<file path="src/rtl/sd_sched_pkg.sv">
// Shared types and constants for the SD access scheduler.
// Build macro: SD_SCHED_4BIT_EN adds the 4-bit bus init states.
package sd_sched_pkg;

  typedef enum logic [3:0] {
    S_INIT1,
    S_INIT1_W,
`ifdef SD_SCHED_4BIT_EN
    S_INIT4,
    S_INIT4_W,
`endif
    S_IDLE,
    S_ISSUE,
    S_WAIT_ACT,
    S_WAIT_DONE,
    S_NEXT
  } sched_state_e;

  localparam logic [1:0] MODE_INIT1 = 2'd0;
  localparam logic [1:0] MODE_READ  = 2'd1;
  localparam logic [1:0] MODE_WRITE = 2'd2;
  localparam logic [1:0] MODE_INIT4 = 2'd3;

  localparam logic [23:0] WDOG_CYCLES_DEF = 24'd16000000;

endpackage

</file>
<file path="src/rtl/sd_sched_rr_arb.sv">
// Two-requester round-robin arbiter; the last-served port loses a tie.
module sd_sched_rr_arb (
  input  logic clk,
  input  logic rst_n,
  input  logic req0,
  input  logic req1,
  input  logic en,
  input  logic served,
  input  logic served_port,
  output logic ack0,
  output logic ack1,
  output logic gnt_port
);

  logic last_q, last_d;

  always_comb begin
    gnt_port = 1'b0;
    if (req0 && req1) begin
      gnt_port = ~last_q;
    end else if (req1) begin
      gnt_port = 1'b1;
    end
    ack0   = en && req0 && !gnt_port;
    ack1   = en && req1 && gnt_port;
    last_d = served ? served_port : last_q;
  end

  // Reset to port 1 so port 0 wins the first tie.
  always_ff @(posedge clk or negedge rst_n) begin
    if (!rst_n) last_q <= 1'b1;
    else        last_q <= last_d;
  end

endmodule

</file>
<file path="src/rtl/sd_access_sched.sv">
// SD card access scheduler: init sequencing, two-port job arbitration, block
// splitting, pin-mux ownership and watchdog. Build macro: SD_SCHED_4BIT_EN.
//
// state       | meaning
// S_INIT1     | pulse reader start in 1-bit init mode
// S_INIT1_W   | wait reader busy rise then fall
// S_INIT4     | pulse reader start in 4-bit init mode (4-bit builds only)
// S_INIT4_W   | wait reader busy rise then fall (4-bit builds only)
// S_IDLE      | card ready, arbitrate requests
// S_ISSUE     | pulse reader/writer start for current sector
// S_WAIT_ACT  | wait target busy to rise
// S_WAIT_DONE | wait target block-complete pulse
// S_NEXT      | advance sector/count, finish or issue next block
module sd_access_sched
  import sd_sched_pkg::*;
#(
  parameter logic [23:0] WDOG_CYCLES = WDOG_CYCLES_DEF,
  parameter int          CNT_W       = 8
) (
  input  logic             clk,
  input  logic             rst_n,
  input  logic             req0_valid,
  input  logic             req0_write,
  input  logic [31:0]      req0_sector,
  input  logic [CNT_W-1:0] req0_count,
  output logic             req0_ack,
  output logic             req0_blk_done,
  output logic             req0_done,
  output logic             req0_err,
  input  logic             req1_valid,
  input  logic             req1_write,
  input  logic [31:0]      req1_sector,
  input  logic [CNT_W-1:0] req1_count,
  output logic             req1_ack,
  output logic             req1_blk_done,
  output logic             req1_done,
  output logic             req1_err,
  output logic [1:0]       rd_mode,
  output logic             rd_start,
  output logic [31:0]      rd_sector,
  input  logic             rd_busy,
  input  logic             rd_done,
  output logic             wr_start,
  output logic [31:0]      wr_sector,
  input  logic             wr_busy,
  input  logic             wr_done,
  output logic             pin_sel_wr,
  output logic             card_ready,
  output logic             grant
);

  sched_state_e     state_q, state_d;
  logic [23:0]      wdog_q, wdog_d;
  logic             seen_busy_q, seen_busy_d;
  logic             job_wr_q, job_wr_d;
  logic [31:0]      sector_q, sector_d;
  logic [CNT_W-1:0] count_q, count_d;
  logic             grant_q, grant_d;
  logic             card_ready_q, card_ready_d;
  logic             pin_sel_q, pin_sel_d;
  logic [1:0]       mode_q, mode_d;
  logic             rd_start_q, rd_start_d;
  logic             wr_start_q, wr_start_d;
  logic [31:0]      rd_sector_q, rd_sector_d;
  logic [31:0]      wr_sector_q, wr_sector_d;

  logic done_p, err_p, blk_p, served;
  logic arb_en, ack0, ack1, gnt_port;
  logic tgt_busy, tgt_done, wdog_hit;

  assign arb_en   = (state_q == S_IDLE) && card_ready_q;
  assign tgt_busy = job_wr_q ? wr_busy : rd_busy;
  assign tgt_done = job_wr_q ? wr_done : rd_done;
  assign wdog_hit = (wdog_q == WDOG_CYCLES - 24'd1);

  sd_sched_rr_arb u_arb (
    .clk         (clk),
    .rst_n       (rst_n),
    .req0        (req0_valid),
    .req1        (req1_valid),
    .en          (arb_en),
    .served      (served),
    .served_port (grant_q),
    .ack0        (ack0),
    .ack1        (ack1),
    .gnt_port    (gnt_port)
  );

  always_comb begin
    state_d      = state_q;
    wdog_d       = wdog_q;
    seen_busy_d  = seen_busy_q;
    job_wr_d     = job_wr_q;
    sector_d     = sector_q;
    count_d      = count_q;
    grant_d      = grant_q;
    card_ready_d = card_ready_q;
    pin_sel_d    = pin_sel_q;
    mode_d       = mode_q;
    rd_sector_d  = rd_sector_q;
    wr_sector_d  = wr_sector_q;
    rd_start_d   = 1'b0;
    wr_start_d   = 1'b0;
    done_p       = 1'b0;
    err_p        = 1'b0;
    blk_p        = 1'b0;
    served       = 1'b0;

    case (state_q)
      S_INIT1: begin
        pin_sel_d = 1'b0;
        if (!rd_busy) begin
          rd_start_d  = 1'b1;
          mode_d      = MODE_INIT1;
          wdog_d      = '0;
          seen_busy_d = 1'b0;
          state_d     = S_INIT1_W;
        end
      end
      S_INIT1_W: begin
        wdog_d = wdog_q + 24'd1;
        if (wdog_hit) begin
          state_d = S_INIT1;
        end else if (!seen_busy_q) begin
          if (rd_busy) seen_busy_d = 1'b1;
        end else if (!rd_busy) begin
`ifdef SD_SCHED_4BIT_EN
          state_d = S_INIT4;
`else
          state_d      = S_IDLE;
          card_ready_d = 1'b1;
`endif
        end
      end
`ifdef SD_SCHED_4BIT_EN
      S_INIT4: begin
        if (!rd_busy) begin
          rd_start_d  = 1'b1;
          mode_d      = MODE_INIT4;
          wdog_d      = '0;
          seen_busy_d = 1'b0;
          state_d     = S_INIT4_W;
        end
      end
      S_INIT4_W: begin
        wdog_d = wdog_q + 24'd1;
        if (wdog_hit) begin
          state_d = S_INIT1;
        end else if (!seen_busy_q) begin
          if (rd_busy) seen_busy_d = 1'b1;
        end else if (!rd_busy) begin
          state_d      = S_IDLE;
          card_ready_d = 1'b1;
        end
      end
`endif
      S_IDLE: begin
        // Pin select is registered here so it leads the start pulse by a cycle.
        if (ack0 || ack1) begin
          grant_d   = gnt_port;
          job_wr_d  = gnt_port ? req1_write  : req0_write;
          sector_d  = gnt_port ? req1_sector : req0_sector;
          count_d   = gnt_port ? req1_count  : req0_count;
          pin_sel_d = gnt_port ? req1_write  : req0_write;
          state_d   = S_ISSUE;
        end
      end
      S_ISSUE: begin
        if (count_q == '0) begin
          done_p    = 1'b1;
          served    = 1'b1;
          pin_sel_d = 1'b0;
          state_d   = S_IDLE;
        end else if (!tgt_busy) begin
          mode_d = MODE_READ;
          wdog_d = '0;
          if (job_wr_q) begin
            wr_start_d  = 1'b1;
            wr_sector_d = sector_q;
          end else begin
            rd_start_d  = 1'b1;
            rd_sector_d = sector_q;
          end
          state_d = S_WAIT_ACT;
        end
      end
      S_WAIT_ACT, S_WAIT_DONE: begin
        wdog_d = wdog_q + 24'd1;
        if (wdog_hit) begin
          done_p       = 1'b1;
          err_p        = 1'b1;
          served       = 1'b1;
          card_ready_d = 1'b0;
          pin_sel_d    = 1'b0;
          state_d      = S_INIT1;
        end else if (state_q == S_WAIT_ACT) begin
          if (tgt_busy) state_d = S_WAIT_DONE;
        end else if (tgt_done) begin
          blk_p   = 1'b1;
          state_d = S_NEXT;
        end
      end
      S_NEXT: begin
        sector_d = sector_q + 32'd1;
        count_d  = count_q - CNT_W'(1);
        if (count_q == CNT_W'(1)) begin
          done_p    = 1'b1;
          served    = 1'b1;
          pin_sel_d = 1'b0;
          state_d   = S_IDLE;
        end else begin
          state_d = S_ISSUE;
        end
      end
      default: state_d = S_INIT1;
    endcase
  end

  always_ff @(posedge clk or negedge rst_n) begin
    if (!rst_n) begin
      state_q      <= S_INIT1;
      wdog_q       <= '0;
      seen_busy_q  <= 1'b0;
      job_wr_q     <= 1'b0;
      sector_q     <= '0;
      count_q      <= '0;
      grant_q      <= 1'b0;
      card_ready_q <= 1'b0;
      pin_sel_q    <= 1'b0;
      mode_q       <= MODE_INIT1;
      rd_start_q   <= 1'b0;
      wr_start_q   <= 1'b0;
      rd_sector_q  <= '0;
      wr_sector_q  <= '0;
    end else begin
      state_q      <= state_d;
      wdog_q       <= wdog_d;
      seen_busy_q  <= seen_busy_d;
      job_wr_q     <= job_wr_d;
      sector_q     <= sector_d;
      count_q      <= count_d;
      grant_q      <= grant_d;
      card_ready_q <= card_ready_d;
      pin_sel_q    <= pin_sel_d;
      mode_q       <= mode_d;
      rd_start_q   <= rd_start_d;
      wr_start_q   <= wr_start_d;
      rd_sector_q  <= rd_sector_d;
      wr_sector_q  <= wr_sector_d;
    end
  end

  assign req0_ack      = ack0;
  assign req1_ack      = ack1;
  assign req0_blk_done = blk_p && !grant_q;
  assign req1_blk_done = blk_p && grant_q;
  assign req0_done     = done_p && !grant_q;
  assign req1_done     = done_p && grant_q;
  assign req0_err      = err_p && !grant_q;
  assign req1_err      = err_p && grant_q;
  assign rd_mode       = mode_q;
  assign rd_start      = rd_start_q;
  assign rd_sector     = rd_sector_q;
  assign wr_start      = wr_start_q;
  assign wr_sector     = wr_sector_q;
  assign pin_sel_wr    = pin_sel_q;
  assign card_ready    = card_ready_q;
  assign grant         = grant_q;

endmodule

</file>
<file path="config.mk">
export PLATFORM = sky130hd
export DESIGN_NAME = sd_access_sched
export DESIGN_NICKNAME = d
export VERILOG_FILES = /design/src/rtl/sd_sched_pkg.sv /design/src/rtl/sd_sched_rr_arb.sv /design/src/rtl/sd_access_sched.sv
export SDC_FILE = /design/constraint.sdc
export NUM_CORES = 1
export LEC_CHECK = 0
export CORE_MARGIN = 4
export CORE_UTILIZATION = 51
export CTS_CLUSTER_DIAMETER = 40
export DETAILED_ROUTE_END_ITERATION = 8
export GPL_TIMING_DRIVEN = 0
export PLACE_DENSITY = 0.91
export SLEW_MARGIN = 40
export SYNTH_ARGS = -nofsm -noshare
export SYNTH_HDL_FRONTEND = slang
export SYNTH_SLANG_ARGS = --single-unit
</file>
<file path="constraint.sdc">
create_clock -name clk -period 2.65 [get_ports clk]
set_clock_uncertainty 0.05 [all_clocks]
set_input_delay 0.53 -clock clk [delete_from_list [all_inputs] [get_ports clk]]
set_output_delay 0.53 -clock clk [all_outputs]
set_load 0.05 [all_outputs]
</file>
==> impl_metrics.env <==
export IMPL_setup_worst_path_start="wdog_q[1]$_DFFE_PN0P_"
export IMPL_max_clock_freq_mhz=372
export IMPL_synth_mux_area_fraction_pct=13.7
export IMPL_synth_compound_area_share_pct=13.4
export IMPL_synthesis_area_um2=7420
export IMPL_setup_viol=3
export IMPL_synth_seq_cells=140
export IMPL_fin_crit_sh_pct=101
export IMPL_post_route_util_pct=72.1
export IMPL_grt_max_degree=77
export IMPL_power_total_mw=11.7
export IMPL_start_util_pct=52.9
export IMPL_path_delay_family="simple AND/OR/NAND/NOR gates"
export IMPL_outcome="finished with violations"
export IMPL_cp_data_arrival_time_ns=2.11
export IMPL_final_cell_area_um2=10100
export IMPL_wl_um=24600
export IMPL_clk_latency_ns=0.43
export IMPL_drtIter0Drc=732
export IMPL_dieHeight_um=129
export IMPL_detail_route_antenna_nets=0
export IMPL_hold_viol=1
export IMPL_dp_cells=1065
export IMPL_seq_power_share_pct=32.1
export IMPL_drt_pass1_iterations=7
export IMPL_synth_avg_cell_area_um2=10.4
export IMPL_grt_overflow_total=0
export IMPL_reg2reg_slack_ns=0.14
export IMPL_port_buffers=167
export IMPL_violations="negative hold slack, negative setup slack"
export IMPL_switching_share_pct=42.6
export IMPL_area_delta_synth_final_pct=36.4
export IMPL_reg2regPathDepth=8
export IMPL_yosysWarnings=0
export IMPL_required_ns=2.07
export IMPL_drv_slew=0
export IMPL_p_comb_share_pct=46.2
export IMPL_crit_path_top_delay_cell="dfrtp_1"
export IMPL_layout_drive_gt1_share_pct=20.4
export IMPL_cpMostUsedCell="and4_4"
export IMPL_antenna_found_initial=0
export IMPL_relSlewSlack_pct=48.3
export IMPL_net_switching_power_mw=5.00
export IMPL_hold_buffers=0
export IMPL_grt_first_pass_wirelength_um=37700
export IMPL_path_buf_inv=1
export IMPL_rows=43
export IMPL_cts_sinks=140
export IMPL_dieArea_um2=16500
export IMPL_clockRootBuffer="clkbuf_16"
export IMPL_worstSetupEndpointType="primary output"
export IMPL_start_kind="register"
export IMPL_async_flop_share_pct=100
export IMPL_hp_class="primary input to async pin"
export IMPL_ctsHtreeMaxLevel=4
export IMPL_setup_slack_ns=-0.0360
export IMPL_final_nets=1007
export IMPL_diodes=0
export IMPL_drc=0
export IMPL_place_area_um2=9350
export IMPL_cp_max_fo=3
export IMPL_via_per_inst=6.32
export IMPL_ys_seq_area_share_pct=47.2
export IMPL_grt_pass1_vias=6868
export IMPL_place_congestion=0.917
export IMPL_max_stage_delay_ns=0.40
export IMPL_num_vias=6992
export IMPL_setup_tns_ns=-0.0609
export IMPL_grt_setup_unrepaired="yes"
export IMPL_syn_num_nets=811
export IMPL_final_cells=1106
export IMPL_p_leak_nw=4.45
export IMPL_ir_worst_vdd_uv=602
export IMPL_ys_flop_type="dfrtp_1"
export IMPL_cp_num_cells=7
export IMPL_synth_edf_count=0
export IMPL_rr_startpoint="count_q[0]$_DFFE_PN0P_"
export IMPL_power_density_nw_per_um2=1160
export IMPL_p_int_mw=6.72
export IMPL_ctsLongestPathBuffers=2
export IMPL_wl_per_cell_um=22.2
export IMPL_drv_cap=0
export IMPL_synth_top_family_by_area="simple AND/OR/NAND/NOR gates"
export IMPL_cts_buffers=17
export IMPL_pre_cts_ws_ns=-0.978
export IMPL_dpl_hpwl_um=16900
export IMPL_critical_path_class="register to primary output"
export IMPL_grt_usage_pct=29.3
export IMPL_fin_hold_ws_ns=-0.000308
export IMPL_die_w_um=129
export IMPL_path_cells="ha_2 -> and2_4 -> and4_4 -> and4_4 -> a22oi_2 -> nor2_1 -> buf_6"
export IMPL_synthSimpleGateAreaFrac_pct=21.0
export IMPL_cts_tree="yes"
export IMPL_core_um2=14000
export IMPL_yosysUniqueCellTypes=72
export IMPL_clk_pin_slew_worst_paths_ns=0.06
export IMPL_clkPwrFrac_pct=21.6
export IMPL_reg2reg_to="rd_sector[16]$_DFFE_PN0P_"
export IMPL_tightestPinTransition_ns=0.775
export IMPL_io_pins=169
export IMPL_finalCriticalPeriod_ns=2.69
export IMPL_syn_inst=717
export IMPL_synth_xor_xnor_area_share_pct=0.354
export IMPL_synth_adder_area_share_pct=0.674
cells by family after synthesis:
logic type / count (synthesis)
xor gates and xnor gates: 3
buffers and inverters: 55
muxes: 81
other: 1
and+or+nand+nor: 289
AOI/OAI and AO/OA: 144
adders and majority gates: 4
DFF: 140
layout make-up:
class / instances / area [um2]
timing repair buffer: 179 / 1790
tap: 180 / 225
inverter: 9 / 33.8
clock buffer: 20 / 457
sequential: 140 / 3510
multi-input combinational: 522 / 3700
clock inverter: 12 / 169
fill: 932 / 3920
buffer: 44 / 243
registers in the layout, summed over array words and instances, names as in the netlist:
name and count:
card_ready 1, count_q 8, grant 1, job_wr_q 1
pin_sel_wr 1, rd_mode 1, rd_sector 32, rd_start 1
sector_q 32, seen_busy_q 1, state_q 3, u_arb.last_q 1
wdog_q 24, wr_sector 32, wr_start 1
routing by layer:
| metal | part of all wire, % | routed length [um] | GRT usage (%) |
|---|---|---|---|
| met5 | 0 | 0 | 0 |
| met4 | 3.2 | 796 | 11.2 |
| met3 | 10 | 2540 | 7.60 |
| met2 | 49 | 12100 | 49.3 |
| met1 | 37 | 9130 | 36.4 |
synth_stat cells, drive strengths merged, types with 3 or more instances:
library cell  instances  area, um2
o21ai                29        145
a31oi                 6       37.5
nand2                96        360
nand3                29        145
and3                 31        194
a21oi                39        195
mux2i                11        123
and2                  6       37.5
ha                    4       50.1
a221oi                3       26.3
o221ai                3       32.5
o31ai                 3       22.5
dfrtp               139       3480
buf                  27        166
and4                  6       52.6
nor2                 37        139
or2                   3       18.8
a211oi               15        113
xnor2                 3       26.3
mux2                 70        897
o22ai                 3       18.8
nor4                  6       67.6
nor3b                 3       37.5
o221a                 3       33.8
nor3                 18        105
or3                  20        125
a311o                 8       80.1
nand4                19        140
inv                   9       33.8
clkbuf               19       71.3
a311oi                9       78.8
a21o                  4       30.0
nor2b                 3       18.8
power by group through the flow:
stage / combinational (mW) / sequential [mW] / clock [mW]
after detailed placement: 5.27 / 3.71 / 0
after floorplan: 2.04 / 5.09 / 0
final: 5.42 / 3.76 / 2.54
after global placement: 5.13 / 3.65 / 0
after CTS: 5.36 / 3.72 / 2.55
after global routing: 5.67 / 3.84 / 2.65
cell usage in the layout (no fill, tap or decap), drive strengths merged, types with 19 or more instances in the layout:
cell type / instances
nand4: 19
clkdlybuf4s50: 158
mux2: 70
nand2: 96
dfrtp: 139
or3: 20
o21ai: 29
a21oi: 39
and3: 31
nor2: 37
clkbuf: 39
nand3: 29
buf: 46
worst register-to-register path, delay by kind of cell (launching register included):
kind            cells  cell delay [ns]
buf+inv             3             0.58
simple gates        2             0.50
flops               1             0.41
mux                 1             0.33
fa+ha+maj           1             0.25
compound gates      1             0.25
worst max path at each step:
| stage | end | slack (ns) |
|---|---|---|
| 2_1_floorplan | req0_blk_done | 0.14 |
| 4_1_cts | req0_done | -0.007 |
| 5_1_grt | req0_done | -0.08 |
| 6_report | req1_done | -0.04 |
| 3_3_place_gp | rd_start$_DFF_PN0_ | -4.54 |
| 3_5_place_dp | req0_ack | -0.98 |
repair_timing:
action | in CTS | in global routing
gates cloned | 0 | 0
gates resized for setup | 64 | 16
buffers inserted | 4 | 7
pin swaps | 6 | 9
endpoints found under the setup margin | 37 | 13
Power figures use the tool's default switching activity.
